`src/rtl/fifo_pkg.sv`:
```
// ----------------------------------------------------------------------------
// fifo_pkg
// Shared constants and types for the single-clock FIFO (async_fifo).
//   DEF_WIDTH     : default data word width in bits
//   DEF_DEPTH     : default storage capacity in words (power of two, >= 8)
//   DEF_ADDR      : default pointer width, log2(DEPTH)+1 (MSB is the wrap bit)
//   ALMOST_MARGIN : distance from full/empty at which the almost flags assert
//   fifo_flags_t  : bundle of the four registered status flags
// ----------------------------------------------------------------------------
package fifo_pkg;

    localparam int DEF_WIDTH     = 8;
    localparam int DEF_DEPTH     = 64;
    localparam int DEF_ADDR      = $clog2(DEF_DEPTH) + 1;
    localparam int ALMOST_MARGIN = 2;

    typedef struct packed {
        logic full;
        logic almost_full;
        logic empty;
        logic almost_empty;
    } fifo_flags_t;

endpackage

```
`src/rtl/fifo_ram.sv`:
```
// ----------------------------------------------------------------------------
// fifo_ram
// Simple dual-port storage: one synchronous write port, one registered read
// port, both on clka.
// Ports:
//   clka  : clock
//   rst   : synchronous active-high reset, clears the read register only
//   we    : write enable
//   waddr : write address
//   wdata : write data
//   re    : read enable; rdata loads mem[raddr] on the same edge
//   raddr : read address
//   rdata : registered read data, holds when re is low
// ----------------------------------------------------------------------------
module fifo_ram #(
    parameter int WIDTH = 8,
    parameter int DEPTH = 64,
    parameter int AW    = 6
) (
    input  logic             clka,
    input  logic             rst,
    input  logic             we,
    input  logic [AW-1:0]    waddr,
    input  logic [WIDTH-1:0] wdata,
    input  logic             re,
    input  logic [AW-1:0]    raddr,
    output logic [WIDTH-1:0] rdata
);

    logic [WIDTH-1:0] mem [DEPTH];

    // NOTE: the array has no reset so it maps onto plain RAM; stale contents
    // are never visible because the pointers are cleared instead.
    always_ff @(posedge clka) begin
        if (we) begin
            // NOTE: sequential state uses non-blocking assignments so every
            // register samples its inputs as they were before the edge.
            mem[waddr] <= wdata;
        end
    end

    always_ff @(posedge clka) begin
        if (rst) begin
            rdata <= '0;
        end else if (re) begin
            rdata <= mem[raddr];
        end
    end

endmodule

```
`src/rtl/async_fifo.sv`:
```
// ----------------------------------------------------------------------------
// async_fifo
// Single-clock FIFO with registered read data and registered status flags.
// Despite the name, write and read sides share the one clock clka.
// Ports:
//   clka         : clock, all logic on its rising edge
//   rsta         : synchronous active-high reset
//   ena, wra     : write accepted when ena && wra && !full
//   dina         : write data
//   rstb         : read-side synchronous active-high reset, OR-ed with rsta
//   enb          : read accepted when enb && !empty
//   doutb        : read data, valid the cycle after an accepted read, else holds
//   almost_full  : occupancy >= DEPTH-2
//   full         : occupancy == DEPTH
//   almost_empty : occupancy <= 2
//   empty        : occupancy == 0
// ----------------------------------------------------------------------------
module async_fifo
    import fifo_pkg::*;
#(
    parameter int WIDTH = DEF_WIDTH,
    parameter int DEPTH = DEF_DEPTH,
    parameter int ADDR  = DEF_ADDR
) (
    input  logic             clka,
    input  logic             rsta,
    input  logic             ena,
    input  logic             wra,
    input  logic [WIDTH-1:0] dina,
    input  logic             rstb,
    input  logic             enb,
    output logic [WIDTH-1:0] doutb,
    output logic             almost_full,
    output logic             full,
    output logic             almost_empty,
    output logic             empty
);

    localparam int AW = ADDR - 1;

    logic            rst;
    logic            wr_acc;
    logic            rd_acc;
    logic [ADDR-1:0] wr_ptr;
    logic [ADDR-1:0] rd_ptr;
    logic [ADDR-1:0] wr_ptr_nxt;
    logic [ADDR-1:0] rd_ptr_nxt;
    logic [ADDR-1:0] occ_nxt;
    fifo_flags_t     flags;
    fifo_flags_t     flags_nxt;

    assign rst = rsta | rstb;

    // Acceptance is judged on the registered flags, so a full FIFO refuses a
    // write even when a read frees a slot in the same cycle (and vice versa).
    assign wr_acc = ena & wra & ~flags.full  & ~rst;
    assign rd_acc = enb       & ~flags.empty & ~rst;

    // Flags are computed from the post-edge pointers so they land on the same
    // edge as the pointer update they describe.
    always_comb begin
        // NOTE: every always_comb output gets a default first so no path
        // leaves it unassigned and a latch is never inferred.
        flags_nxt  = '0;
        wr_ptr_nxt = wr_ptr + ADDR'(wr_acc);
        rd_ptr_nxt = rd_ptr + ADDR'(rd_acc);
        occ_nxt    = wr_ptr_nxt - rd_ptr_nxt;

        flags_nxt.empty        = (wr_ptr_nxt == rd_ptr_nxt);
        flags_nxt.full         = (wr_ptr_nxt[ADDR-2:0] == rd_ptr_nxt[ADDR-2:0]) &&
                                 (wr_ptr_nxt[ADDR-1]   != rd_ptr_nxt[ADDR-1]);
        flags_nxt.almost_full  = (occ_nxt >= ADDR'(DEPTH - ALMOST_MARGIN));
        flags_nxt.almost_empty = (occ_nxt <= ADDR'(ALMOST_MARGIN));
    end

    always_ff @(posedge clka) begin
        if (rst) begin
            wr_ptr             <= '0;
            rd_ptr             <= '0;
            flags.full         <= 1'b0;
            flags.almost_full  <= 1'b0;
            flags.empty        <= 1'b1;
            flags.almost_empty <= 1'b1;
        end else begin
            wr_ptr <= wr_ptr_nxt;
            rd_ptr <= rd_ptr_nxt;
            flags  <= flags_nxt;
        end
    end

    fifo_ram #(
        .WIDTH (WIDTH),
        .DEPTH (DEPTH),
        .AW    (AW)
    ) u_ram (
        .clka  (clka),
        .rst   (rst),
        .we    (wr_acc),
        .waddr (wr_ptr[AW-1:0]),
        .wdata (dina),
        .re    (rd_acc),
        .raddr (rd_ptr[AW-1:0]),
        .rdata (doutb)
    );

    assign full         = flags.full;
    assign almost_full  = flags.almost_full;
    assign empty        = flags.empty;
    assign almost_empty = flags.almost_empty;

endmodule

```
`config.mk`:
```
export PLATFORM = sky130hd
export DESIGN_NAME = async_fifo
export DESIGN_NICKNAME = d
export VERILOG_FILES = /design/src/rtl/fifo_pkg.sv /design/src/rtl/fifo_ram.sv /design/src/rtl/async_fifo.sv
export SDC_FILE = /design/constraint.sdc
export NUM_CORES = 1
export LEC_CHECK = 0
export BUFFER_PORTS_ARGS = -buffer_cell sky130_fd_sc_hd__buf_4
export CELL_PAD_IN_SITES_DETAIL_PLACEMENT = 2
export CELL_PAD_IN_SITES_GLOBAL_PLACEMENT = 2
export CORE_MARGIN = 10
export CORE_UTILIZATION = 35
export DETAILED_ROUTE_END_ITERATION = 7
export GPL_TIMING_DRIVEN = 1
export PLACE_DENSITY = 0.71
export SYNTH_ARGS = -nofsm -noshare
export SYNTH_HDL_FRONTEND = slang
export SYNTH_SLANG_ARGS = --single-unit
```
`constraint.sdc`:
```
create_clock -name clka -period 2.5 [get_ports clka]
set_input_delay 0.125 -clock clka [delete_from_list [all_inputs] [get_ports clka]]
set_output_delay 0.125 -clock clka [all_outputs]
set_load 0.01 [all_outputs]
```
## Yosys cells after proc, flatten, opt, wreduce, memory -nomap -nowiden

Memories as Yosys holds them, arrays and structs flattened. A register that Yosys moved wholly into a read port is not among the register bits.
Cells that the tools add are included.

| word-level totals | value |
|---|---|
| input bits | 14 |
| word-level logic and storage cells | 27 |
| memory bits (writable) | 512 |
| register bits | 18 |
| output and inout port bits | 12 |
| memories kept | 1 |

Memories:

| memory | depth | width | read ports | clocked after Yosys merged registers in | write ports | RTL line | source |
|---|---|---|---|---|---|---|---|
| u_ram.mem | 64 | 8 | 1 | 1 | 1 | fifo_ram.sv:30 | `logic [WIDTH-1:0] mem [DEPTH];` |

| operators by class | value |
|---|---|
| order comparisons | 2 |
| multiplexer cells | 2 |
| eq/ne operators | 3 |
| add/sub/neg operators | 3 |
| reduce and logical (&&, ||, !) cells | 1 |
| bitwise logic cells | 9 |

Operator list:

| cell | count |
|---|---|
| adder 7 x 1 -> 7 bit | 2 |
| == test 7 bit | 1 |
| >= comparator 7 x 6 -> 1 bit, second input constant | 1 |
| <= comparator 7 x 2 -> 1 bit, second input constant | 1 |
| subtractor 7 bit | 1 |
| == test 6 bit | 1 |
| bitwise AND 1 bit | 5 |
| NOT 1 bit | 3 |
| two-way mux 1 bit | 2 |
| logical AND 1 bit | 1 |
| != test 1 bit | 1 |
| bitwise OR 1 bit | 1 |

## Logic depth before layout (Yosys ltp)

| logic depth | value |
|---|---|
| word-level depth | 6 |
| mapped depth | 13 |

## Modules after synthesis

A second synthesis with hierarchy kept.

| second synthesis, totals | value |
|---|---|
| cells, all modules | 1,141 |
| area, all modules | 21,152.8 um^2 |

Modules (own cells, without submodules):

| module | sequential area each (um^2) | area each (um^2) | times used | cells each |
|---|---|---|---|---|
| fifo_ram | 15,534.9 | 20,188.1 | 1 | 1,039 |
| async_fifo | 360.3 | 964.7 | 1 | 102 |

## Worst setup path after synthesis

No wires, ideal clock.

| timing path | value |
|---|---|
| kind | in2reg |
| start point | input port rstb |
| end point | register almost_empty (netlist name) |
| data arrival time | 2,603 ps |
| setup slack | -219 ps |
| data required time | 2,385 ps |
| path buffers | 1 |
| stages | 13 |
| path through | or2_2 > clkbuf_1 > nor3_1 > ha_1 > ha_1 > xor2_1 > ha_1 > nand2b_1 > a21oi_1 > maj3_1 > a21oi_1 > xor2_1 > a31o_1 |

| between the ends | value |
|---|---|
| longest elaborated chain between the ends | 6 |
| elaborated cells on any way between the ends | 8 |
| classes of those cells | 3 x add/sub; 1 x order compare; 4 x bitwise |

Ends and longest elaborated chain:

| element | RTL line | source |
|---|---|---|
| start: declaration | async_fifo.sv:30 | `input logic rstb,` |
| bitwise OR 1 bit | async_fifo.sv:52 | `assign rst = rsta \| rstb;` |
| NOT 1 bit | async_fifo.sv:56 | `assign wr_acc = ena & wra & ~flags.full & ~rst;` |
| bitwise AND 1 bit | async_fifo.sv:56 |  |
| adder 7 x 1 -> 7 bit | async_fifo.sv:65 | `wr_ptr_nxt = wr_ptr + ADDR'(wr_acc);` |
| via wr_ptr_nxt[2] | async_fifo.sv:46 | `logic [ADDR-1:0] wr_ptr_nxt;` |
| subtractor 7 bit | async_fifo.sv:67 | `occ_nxt = wr_ptr_nxt - rd_ptr_nxt;` |
| <= comparator 7 x 2 -> 1 bit | async_fifo.sv:73 | `flags_nxt.almost_empty = (occ_nxt <= ADDR'(ALMOST_MARGIN));` |

The timed path passes the listed nets, and every way through them passes these cells.
A chain may end at the register's enable or synchronous reset.

## Final worst setup path

| timing path | value |
|---|---|
| start point | register full (netlist name) |
| end point | register almost_empty (netlist name) |

| between the ends | value |
|---|---|
| longest elaborated chain between the ends | 6 |

Ends and longest elaborated chain:

| element | RTL line |
|---|---|
| NOT 1 bit | async_fifo.sv:56 |
| bitwise AND 1 bit (2 in series) | async_fifo.sv:56 |
| adder 7 x 1 -> 7 bit | async_fifo.sv:65 |
| via wr_ptr_nxt[2] | async_fifo.sv:46 |
| subtractor 7 bit | async_fifo.sv:67 |
| <= comparator 7 x 2 -> 1 bit | async_fifo.sv:73 |

The timed path passes the listed nets, and every way through them passes these cells.

==> results.md <==
- Netlist area before placement: roughly 21,000 sq um
- R2R Path Start: full
- Top-count cell post-synth: edfxtp_1
- Top cell type's share of synthesized area: 0.727
- Worst Skew: 0.0318 ns
- Crit. End Element: register
- Synth cell count leaders: 512 x edfxtp_1, 102 x mux4_2, 94 x nor2_1
- Routed wire length: just over 60,000 um
- Full die area: 70,600 sq um
- Min-delay worst type: in -> reg
- Standard-cell row count: 90
- Hold Path Cell Cnt: 1
- Root Driver: clkbuf_16
- Placed instance count: 2,001
- Synthesis warning total: 0
- Hold_sp: dina[5]
- Max Cap Viol: 0
- Reg2Reg Depth: 11
- Leakage: a little under 8 nW
- Crit path time final: 2.59 ns
- Seq/Total Area, Yosys: 0.752
- Crit-path slowest cell: dfxtp_2
- Placer Congestion: approximately 0.77
- Largest vdd supply drop: between 0.0005 and 0.0006 V
- Worst-path clk slew: around 0.080 ns
- Synth top area cells: edfxtp_1 73%, mux4_2 11%, mux2i_1 3.3%
- Layout cells sized above 1: 0.310
- Failing checks: setup timing
- CP peak stage delay: 0.34 ns
- Worst R2R End: almost_empty
- Crit share post-route: 1.04
- Cts bufs inserted: 54
- Clock latency at the later pin of the worst-skew pair: ~0.63 ns
- Initial antenna violation count: 0
- CTS tree: yes
- PortBufs: 25
- H-tree levels: 2
- CP Class: reg -> reg
- Syn Area/Cell: 19.2 sq um
- DR vias: 11,400
- Nets: 1,305
- Final Instance Area: between 20,000 and 30,000 sq um
- Post-placement worst setup slack: -0.538 ns
- TNS Setup: -0.162 ns
- Synth Register Bits: around 540
- Area Growth Syn to Fin: 19.6%
- Die Ht: 266 um
- Clk sink count: 538
- Clock Path Buffers: 3
- I/O pins: 26
- Initial Util: 0.352
- PwrDens: between 700 and 800 nW/um^2
- DRC Markers: 0
- CP Launch Type: register
- Fin cells: roughly 2,100
- Gr usage total: 0.172
- Die W: roughly 270 um
- Max-slew headroom: 0.429
- R2R Setup Slk: -0.09 ns
- Async set-or-reset flop fraction in the synthesized netlist: 0
- Largest net degree at the start of global routing: 65
- Number of synthesized flops with an enable pin: just over 500
- RSZ-0062 raised after global routing: yes
- Final hold vios: 0
- Least-Margin Pin Slew: about 0.86 ns
- F_max: about 390 MHz
- First-pass GRT wire length: between 80,000 and 90,000 um
- CP arrival: ~3.1 ns
- Net Count, Synth: ~1,100
- Final setup vio count: 2
- Hold Crit Endpoint: u_ram.mem[26][5]
- DP Wirelength: approximately 38,000 um
- Via-to-Cell Ratio: 5.39
- Initial drt markers: between 900 and 1,000
- WP data required: around 3.0 ns
- Drt first pass iters: 5
- Vias in the first global route: 12,600
- DRT antenna net count: 0
- Cell count after synthesis: about 1,100
- Synth unique cells: between 40 and 50
- Core area: roughly 60,000 sq um
- Most frequent CP cell: ha_4
- Grt total ovfl: 0
- Hold_ws: around 0.081 ns
- Max-slew violations: 0
- Cell Chain, Critical Path: nor3_4 > ha_4 > ha_4 > xor2_4 > ha_4 > nand2b_4 > a21oi_4 > maj3_2 > a21oi_4 > xor2_2 > a31o_1
- CP Max Fanout: 4
- WL per Instance: about 29 um
- Outcome: finished with violations
- Main flop type after synthesis: edfxtp_1
- Placed cell areas: roughly 23,000 sq um
- Post-route setup slack: -0.0907 ns
- Area leader, netlist: edfxtp_1
## per-layer routing
layer	global-route usage	part of all wire	vias up
li1	-	-	4810
met4	0.0493	0.024	0
met2	0.294	0.51	294
met1	0.225	0.43	6151
met3	0.0251	0.045	95
met5	0	0	-
## cells in the final DEF (no fill, tap or decap), types with 3 or more instances in the layout
cell type / instances
a22o_1: 3
mux2i_1: 70
and2_1: 7
nand3b_1: 4
xor2_1: 5
a21oi_1: 20
a211oi_1: 8
xnor2_1: 4
buf_4: 170
nand3_1: 26
nor3_1: 4
clkinv_2: 16
a31oi_1: 4
mux4_2: 102
nor2b_1: 6
edfxtp_1: 512
o22ai_1: 10
a21oi_4: 3
nand2_1: 30
clkbuf_16: 55
dfxtp_2: 3
clkbuf_1: 11
o21ai_0: 13
inv_1: 5
a221oi_1: 3
dfxtp_1: 21
mux2_2: 6
ha_4: 8
buf_12: 7
clkinv_1: 8
nor2_1: 91
nand4_1: 4
o221ai_1: 14
a22oi_1: 11
## worst max path at each step
stage                     start           end  slack [ns]
after global placement     rstb   almost_full       -0.19
after floorplan            rstb  almost_empty       0.003
after global routing       full   almost_full       -0.14
after detailed placement   rstb   almost_full       -0.54
after CTS                 empty  almost_empty       -0.01
final                      full  almost_empty       -0.09
## cells by family (layout without fill, tap and decap cells)
logic type / Yosys count / after routing / synth area share
fa+ha+maj: 12 / 12 / 0.00734
mux: 178 / 178 / 0.145
buf+inv: 63 / 287 / 0.0163
other cells: 0 / 1 / 0
flops: 538 / 538 / 0.752
compound gates: 98 / 98 / 0.0314
simple gates: 193 / 193 / 0.0410
xor+xnor: 17 / 17 / 0.00704
## cell type report
type | count | area [sq um]
antenna | 1 | 2.50
clock buffer | 67 | 1420
clock inverter | 32 | 228
fill | 5676 | 34900
inverter | 6 | 22.5
multi-input combinational | 498 | 5220
sequential | 538 | 15900
tap | 782 | 978
timing repair buffer | 182 | 1500
## sequential cells by signal (all words and copies together) (netlist names)
register,count
empty,1
u_ram.mem,512
rd_ptr,7
almost_full,1
almost_empty,1
wr_ptr,7
u_ram.rdata,8
full,1
## power by group
group          switching, mW  internal (mW)  leakage (nW)
registers            0.00182           9.86          4.81
logic                  0.186         0.0357          2.22
clock network           3.49           4.24         0.817
## stage by stage
step,utilization,power (mW)
final,0.420,17.8
after global routing,0.420,18.3
after CTS,0.419,18.0
after detailed placement,0.388,10.3
after global placement,0.388,10.3
after floorplan,-,10.1
## critical path: cells and delay by family, from the launching register on
family	cells	cell delay, ns
XOR/XNOR	2	0.34
AND/OR/NAND/NOR	2	0.34
flip-flops	1	0.34
AO/OA/AOI/OAI	3	0.45
adder cells (fa/ha/maj)	4	0.97
## repair_timing
action	CTS	global route
setup buffers	2	0
setup endpoints to repair	2	5
resized for setup	25	11
pin swaps	18	8
hold endpoints to repair	6	0
cloned	0	1
hold buffers	2	0
No activity file was read; power rests on OpenSTA's default activity.
